### config.mk
export PLATFORM = sky130hd
export DESIGN_NAME = uart_tx_frame
export DESIGN_NICKNAME = d
export VERILOG_FILES = /design/src/rtl/uart_tx_frame.sv
export SDC_FILE = /design/constraint.sdc
export NUM_CORES = 1
export LEC_CHECK = 0
export CORE_MARGIN = 2
export CORE_UTILIZATION = 50
export CTS_CLUSTER_SIZE = 20
export DETAILED_ROUTE_END_ITERATION = 6
export DONT_BUFFER_PORTS = 1
export PLACE_DENSITY = 0.66
export SLEW_MARGIN = 30
export SYNTH_ARGS = -nofsm -noshare
export SYNTH_HDL_FRONTEND = slang
export SYNTH_SLANG_ARGS = --single-unit
### constraint.sdc
create_clock -name CLK -period 2.5 [get_ports CLK]
set_input_delay 0.75 -clock CLK [delete_from_list [all_inputs] [get_ports CLK]]
set_output_delay 0.75 -clock CLK [all_outputs]
set_load 0.005 [all_outputs]
### src/rtl/uart_tx_frame.sv
// uart_tx_frame: UART transmitter, 1 start bit, 8 data bits LSB-first,
// optional parity bit, 1 stop bit, one serial bit per CLK cycle.
// Optional feature macro: UART_TX_HOLD_REG_EN adds a one-entry holding
// register so the next byte can be accepted while a frame is on the line.
module uart_tx_frame (
    input  logic       CLK,
    input  logic       RST,
    input  logic [7:0] P_DATA,
    input  logic       Data_Valid,
    input  logic       PAR_EN,
    input  logic       PAR_TYP,
    output logic       ready,
    output logic       TX_OUT,
    output logic       busy
);

    typedef enum logic [2:0] {
        IDLE   = 3'd0,
        START  = 3'd1,
        DATA   = 3'd2,
        PARITY = 3'd3,
        STOP   = 3'd4
    } state_t;

    state_t     state, state_nxt;
    logic [2:0] idx, idx_nxt;
    logic [7:0] data_r;
    logic       par_en_r, par_typ_r;
    logic       tx_nxt;
    logic       accept;
    logic       load_frame;   // accepted byte goes straight into the frame registers
    logic       drain;        // held byte moves into the frame registers

    assign accept = Data_Valid && ready;

`ifdef UART_TX_HOLD_REG_EN
    logic [7:0] hold_data;
    logic       hold_par_en, hold_par_typ, hold_full;

    assign ready      = !hold_full;
    assign drain      = (state == STOP) && hold_full;
    // A byte accepted while idle, or on the edge that ends an undrained stop
    // bit, starts immediately; anything else waits in the hold register.
    assign load_frame = accept && ((state == IDLE) || (state == STOP));

    // Holding register: filled by a mid-frame accept, emptied at stop-bit end.
    always_ff @(posedge CLK or negedge RST) begin
        if (!RST) begin
            hold_data    <= 8'h00;
            hold_par_en  <= 1'b0;
            hold_par_typ <= 1'b0;
            hold_full    <= 1'b0;
        end else if (accept && !load_frame) begin
            hold_data    <= P_DATA;
            hold_par_en  <= PAR_EN;
            hold_par_typ <= PAR_TYP;
            hold_full    <= 1'b1;
        end else if (drain) begin
            hold_full    <= 1'b0;
        end
    end

    // Frame registers: loaded from the inputs or from the hold register.
    always_ff @(posedge CLK or negedge RST) begin
        if (!RST) begin
            data_r    <= 8'h00;
            par_en_r  <= 1'b0;
            par_typ_r <= 1'b0;
        end else if (load_frame) begin
            data_r    <= P_DATA;
            par_en_r  <= PAR_EN;
            par_typ_r <= PAR_TYP;
        end else if (drain) begin
            data_r    <= hold_data;
            par_en_r  <= hold_par_en;
            par_typ_r <= hold_par_typ;
        end
    end
`else
    // ready mirrors the registered busy flag, so an accept only happens in IDLE.
    assign ready      = !busy;
    assign drain      = 1'b0;
    assign load_frame = accept;

    // Frame registers: latched on accept so the frame ignores later input changes.
    always_ff @(posedge CLK or negedge RST) begin
        if (!RST) begin
            data_r    <= 8'h00;
            par_en_r  <= 1'b0;
            par_typ_r <= 1'b0;
        end else if (load_frame) begin
            data_r    <= P_DATA;
            par_en_r  <= PAR_EN;
            par_typ_r <= PAR_TYP;
        end
    end
`endif

    // State register plus registered line and busy outputs.
    always_ff @(posedge CLK or negedge RST) begin
        if (!RST) begin
            state  <= IDLE;
            idx    <= 3'd0;
            TX_OUT <= 1'b1;
            busy   <= 1'b0;
        end else begin
            state  <= state_nxt;
            idx    <= idx_nxt;
            TX_OUT <= tx_nxt;
            busy   <= (state_nxt != IDLE);
        end
    end

    // Next state, bit index and the line level for the state being entered.
    always_comb begin
        state_nxt = state;
        idx_nxt   = idx;
        tx_nxt    = 1'b1;
        case (state)
            IDLE: begin
                if (load_frame) state_nxt = START;
            end
            START: begin
                state_nxt = DATA;
                idx_nxt   = 3'd0;
            end
            DATA: begin
                idx_nxt = idx + 3'd1;
                if (idx == 3'd7) state_nxt = par_en_r ? PARITY : STOP;
            end
            PARITY: begin
                state_nxt = STOP;
            end
            STOP: begin
                state_nxt = (load_frame || drain) ? START : IDLE;
            end
            default: begin
                state_nxt = IDLE;
            end
        endcase
        // The line is driven from a flop, so compute the level of the next state.
        case (state_nxt)
            START:   tx_nxt = 1'b0;
            DATA:    tx_nxt = data_r[idx_nxt];
            PARITY:  tx_nxt = (^data_r) ^ par_typ_r;
            default: tx_nxt = 1'b1;
        endcase
    end

endmodule
# --- Yosys cells after proc, flatten, opt, wreduce, memory -nomap -nowiden ---
# Cells that the tools add are included.
op_classes:
  n_reduce_logical: 5
  n_eq_ne: 8
  n_addsub: 1
  n_bitwise: 1
  magnitude_cmp: 1
  mux: 9
op_table:
  columns: ["cell", "count"]
  rows:
  - ["one-hot mux 3 bit (5 select lines)", 1]
  - ["equality test 3 x 2 -> 1 bit, second input constant", 4]
  - ["two-way mux 3 bit", 3]
  - ["parity 8 bit", 1]
  - ["equality test 3 x 1 -> 1 bit, second input constant", 2]
  - ["equality test 3 bit, second input constant", 2]
  - ["one-hot mux 3 bit (2 select lines)", 1]
  - ["less-than comparator 3 x 4 -> 1 bit, second input constant", 1]
  - ["adder 3 x 1 -> 3 bit, second input constant", 1]
  - ["binary-select mux 1 bit (select 3 bit)", 1]
  - ["zero test 3 bit", 1]
  - ["one-hot mux 1 bit (3 select lines)", 1]
  - ["nonzero test 3 bit", 1]
  - ["two-way mux 1 bit", 2]
  - ["logical AND 1 bit", 1]
  - ["zero test 1 bit", 1]
  - ["bitwise XOR 1 bit", 1]
word_totals:
  inputBits: 13
  out_inout_bits: 3
  register_bits: 18
  elab_cells: 32

# --- Longest topological paths before layout ---
logic_depth:
  word_depth: 6
  mapped_depth: 7

# --- Least setup slack after synthesis ---
# OpenSTA, ideal clock, no wires.
synth_path:
  path_kind: "reg-to-reg"
  start: "register idx[0]"
  end: "register TX_OUT"
  path_buffers: 0
  required_time_ns: 2.410
  arrival_ns: 1.893
  slack_ns: 0.517
  stages_incl_launch_ff: 8
  path_cell_list: "dfrtp_1 > ha_1 > ha_1 > or4b_1 > a21oi_1 > o221ai_1 > a21oi_1 > a211oi_1"
synth_via:
  elab_chain_len: 5
synth_lines:
  columns: ["item", "line", "rtl"]
  rows:
  - ["from (decl)", "26", "logic [2:0] idx, idx_nxt;"]
  - ["from (signal assigned)", "108", "idx <= idx_nxt;"]
  - ["adder 3 x 1 -> 3 bit / equality test 3 bit (equally long branches)", "128, 129", null]
  - ["one-hot mux 3 bit (2 select lines) / two-way mux 3 bit (equally long branches)", "119, 129", null]
  - ["binary-select mux 1 bit (select 3 bit) / one-hot mux 3 bit (5 select lines) (equally long branches)", "144, 119", null]
  - ["two-way mux 1 bit (not written as such) (tied with other cells)", "144", "DATA: tx_nxt = data_r[idx_nxt];"]
  - ["one-hot mux 1 bit (3 select lines) *", "142", "case (state_nxt)"]
  - ["via tx_nxt", "29", "logic tx_nxt;"]
  - ["to (signal assigned)", "109", "TX_OUT <= tx_nxt;"]
  - ["to (decl)", "13", "output logic TX_OUT,"]
# Mark *: on every way through the listed nets, which the timed path passes. The rest lies on a longest branch. The select of a mux whose other input is x is not followed.
# A chain may end at the register's enable or synchronous reset.

# --- Final worst setup path ---
# Ends and elaborated chain as after synthesis.

==> reports/metrics.csv <==
stage,metric,value,unit
run_status,status,completed,
pwr,peakVddDrop,0.001086,V
synthesis,instance_count_of_the_mapped_netlist,95,
synthesis,synth_area,1001,µm²
detailed_routing,drt_iter0_markers,15,
critical_path,worst-endpoint-required,2730,ps
floorplanning,core_area,1922,µm²
detailed_routing,route.detailed.vias_per_inst,5.748,
clocking,clk_path_buf_depth,2,
job,max-cap-violations,0,
synthesis,synth_largest_type_area_fraction,0.4250,
detailed_routing,post_route_antenna_net_violation_count,0,
clocking,cts.hold.buffers_added,0,
synthesis,ys_ff_latch,18,
timing,max_slew.worst_pin.slew,479.7,ps
timing,rsz0062_at_grt,no,
synthesis,postSynthNetCount,110,
floorplanning,fp.dieArea,2376,µm²
cells_and_area,post_layout_nonfiller_instances,123,
global_routing,antenna_violations_before_repair,0,
cells_and_area,fin_util,0.5482,
critical_path,setup.worst_path.end_class,flip-flop,
detailed_routing,totalWireLength,1.822,mm
clocking,postCtsSetupBuffers,0,
critical_path,critical_path_arrival,2420,ps
floorplanning,row_count,16,
synthesis,synth_area_per_cell,10.54,µm²
placement,dpl.hpwl,1.371,mm
synthesis,yosys_warnings,0,
synthesis,synth.area.top_cells,"sky130_fd_sc_hd__dfrtp_1 (43%), sky130_fd_sc_hd__mux2_1 (7.9%), sky130_fd_sc_hd__xnor2_1 (5.2%), sky130_fd_sc_hd__a21oi_1 (4.5%), sky130_fd_sc_hd__dfstp_2 (2.6%)",
placement,weighted_congestion_at_the_end_of_routability_driven_global_placement,0.7744,
synthesis,fraction_of_registers_with_async_set_or_reset_after_synthesis,1.000,
clocking,clk-insertion-delay-late,310,ps
timing,postLayoutSetupSlackWorst,311.4,ps
placement,place.detailed.instances,119,
detailed_routing,route.vias.total,707,
synthesis,synth-edff-count,0,
timing,layout_worst_path_cycle_share,0.8754,
cells_and_area,n_antenna_cell,0,
critical_path,setup.worst_path.class,reg -> reg,
placement,dp_worst_setup_slack,312.4,ps
clocking,cts-buffers-inserted,3,
timing,worst_clock_skew,6.435,ps
cells_and_area,mostFrequentLayoutCell,sky130_fd_sc_hd__dfrtp_1,
critical_path,cp_num_buf_inv,0,
cells_and_area,area_growth,5.250,%
critical_path,slowest_stage,sky130_fd_sc_hd__or4b_1,
pwr,power.density_cell_area,1452,nW/µm²
cells_and_area,final_cell_mix,"sky130_fd_sc_hd__dfrtp_1 (17), sky130_fd_sc_hd__a21oi_1 (9), sky130_fd_sc_hd__inv_1 (7), sky130_fd_sc_hd__mux2_1 (7), sky130_fd_sc_hd__xnor2_1 (6)",
detailed_routing,drt_pre_antenna_iters,4,
clocking,cts_root_buf,sky130_fd_sc_hd__clkbuf_4,
critical_path,worst_path_dominant_cell_family,compound AO/OA/AOI/OAI gates,
timing,final_hold_fails,0,
synthesis,seq_area_frac_synth,0.4513,
timing,layout_min_cycle_time,2189,ps
clocking,htree_levels,1,
synthesis,synth_top_cell_by_area,sky130_fd_sc_hd__dfrtp_1,
pwr,finalPower,1.530,mW
critical_path,critPathLaunchType,flip-flop,
timing,fmax,456.9,MHz
clocking,postCtsResizedCells,0,
timing,slew_headroom,0.6802,
critical_path,crit_chain,ha_1 -> ha_1 -> or4b_1 -> a21oi_1 -> o221ai_1 -> a21oi_1 -> a211oi_1,
timing,setup_violations,0,
global_routing,grtUsageTotal,0.1747,
clocking,cts.clk_slew.worst_paths,110,ps
timing,totalNegativeSetupSlack,0,ps
global_routing,vias_in_the_first_global_route,670,
floorplanning,die_height,48.74,µm
synthesis,yosys_most_used_dff,sky130_fd_sc_hd__dfrtp_1,
global_routing,globalRoute.totalOverflow,0,
detailed_routing,drt_drc_violations_left,0,
cells_and_area,final_cell_area,1054,µm²
synthesis,number_of_unique_standard_cell_types_used_by_synthesis,35,
clocking,numClockSinks,18,
placement,dpl_cell_area,1017,µm²
placement,port_buffers,0,
global_routing,wire_length_of_the_first_global_routing_pass,3.125,mm
timing,whs,118.6,ps
cells_and_area,nets,112,
critical_path,critical_path_s_largest_stage_delay,510,ps
global_routing,grt_start_max_net_pins,19,
floorplanning,initial_utilization,0.5208,
cells_and_area,layout-drive-gt1-share,0.09375,
timing,max_transition_viols_final,0,
worst_hold_path,worst_hold_path_type,in -> async,
clocking,cts_tree,built,
floorplanning,die_x,48.74,µm
floorplanning,pin_count,16,
critical_path,timing.critical_path.fanout_max,8,
detailed_routing,wl_per_cell,14.81,µm
pwr,power.static_leakage,0.4743,nW
==> logic make-up after synthesis <==
family	Yosys count	synth area share
adder cells (fa/ha/maj)	2	0.02500
multiplexers	7	0.07875
AND/OR/NAND/NOR	23	0.1475
buffers and inverters	12	0.05750
AO/OA/AOI/OAI	25	0.1562
XOR/XNOR	8	0.08375
flip-flops	18	0.4513
==> worst register-to-register path: stages (launching register included) <==
cell                       delay (ps)
sky130_fd_sc_hd__dfrtp_1          490
sky130_fd_sc_hd__ha_1             250
sky130_fd_sc_hd__ha_1             290
sky130_fd_sc_hd__or4b_1           510
sky130_fd_sc_hd__a21oi_1          210
sky130_fd_sc_hd__o221ai_1         140
sky130_fd_sc_hd__a21oi_1          160
sky130_fd_sc_hd__a211oi_1          70
==> power breakdown <==
part / total, mW / leakage [nW] / switching (mW) / internal [mW]
registers: 0.599 / 0.219 / 0.168 / 0.430
logic: 0.744 / 0.234 / 0.332 / 0.412
clock network: 0.188 / 0.0210 / 0.0986 / 0.0890
==> final timing paths <==
kind                                             from                    end  slack [ps]  cells past startpoint
worst max-delay path                 idx[0]$_DFF_PN0_       TX_OUT$_DFF_PN1_         310                      7
worst min-delay path                              RST  par_typ_r$_DFFE_PN0P_         120                      0
worst max register to register       idx[0]$_DFF_PN0_       TX_OUT$_DFF_PN1_         310                      7
worst min register to register  par_typ_r$_DFFE_PN0P_  par_typ_r$_DFFE_PN0P_         530                      1
max in group asynchronous                         RST       TX_OUT$_DFF_PN1_        2210                      0
min in group CLK                par_typ_r$_DFFE_PN0P_  par_typ_r$_DFFE_PN0P_         530                      1
==> per-layer routing <==
metal	global-route usage	vias up	part of all wire
li1	-	341	-
met1	0.2414	345	0.48
met2	0.2557	16	0.45
met3	0.04321	5	0.050
met4	0.08571	0	0.020
met5	0	-	0
==> area by class of cell <==
cell class / count / area, µm²
fill: 186 / 868.3
tap: 27 / 33.78
multi-input combinational: 65 / 491.7
sequential: 18 / 451.7
timing repair buffer: 1 / 7.507
inverter: 8 / 32.53
clock buffer: 4 / 36.28
==> synth_stat cells, types with 2 or more instances <==
cell type / count
sky130_fd_sc_hd__mux2_1: 7
sky130_fd_sc_hd__or3_1: 2
sky130_fd_sc_hd__xnor2_1: 6
sky130_fd_sc_hd__o21ai_0: 4
sky130_fd_sc_hd__nand2b_1: 3
sky130_fd_sc_hd__dfrtp_1: 17
sky130_fd_sc_hd__a21o_1: 3
sky130_fd_sc_hd__ha_1: 2
sky130_fd_sc_hd__nand2_1: 5
sky130_fd_sc_hd__o22ai_1: 2
sky130_fd_sc_hd__buf_2: 2
sky130_fd_sc_hd__inv_1: 7
sky130_fd_sc_hd__nor3b_1: 2
sky130_fd_sc_hd__nor2_1: 2
sky130_fd_sc_hd__a211oi_1: 2
sky130_fd_sc_hd__a21oi_1: 9
sky130_fd_sc_hd__nor3_1: 2
==> state kept, by name, indices dropped and copies added, names as in the netlist <==
| signal | cells |
|---|---|
| par_typ_r | 1 |
| busy | 1 |
| par_en_r | 1 |
| idx | 3 |
| TX_OUT | 1 |
| state | 3 |
| data_r | 8 |
No activity file was read; power rests on OpenSTA's default activity.
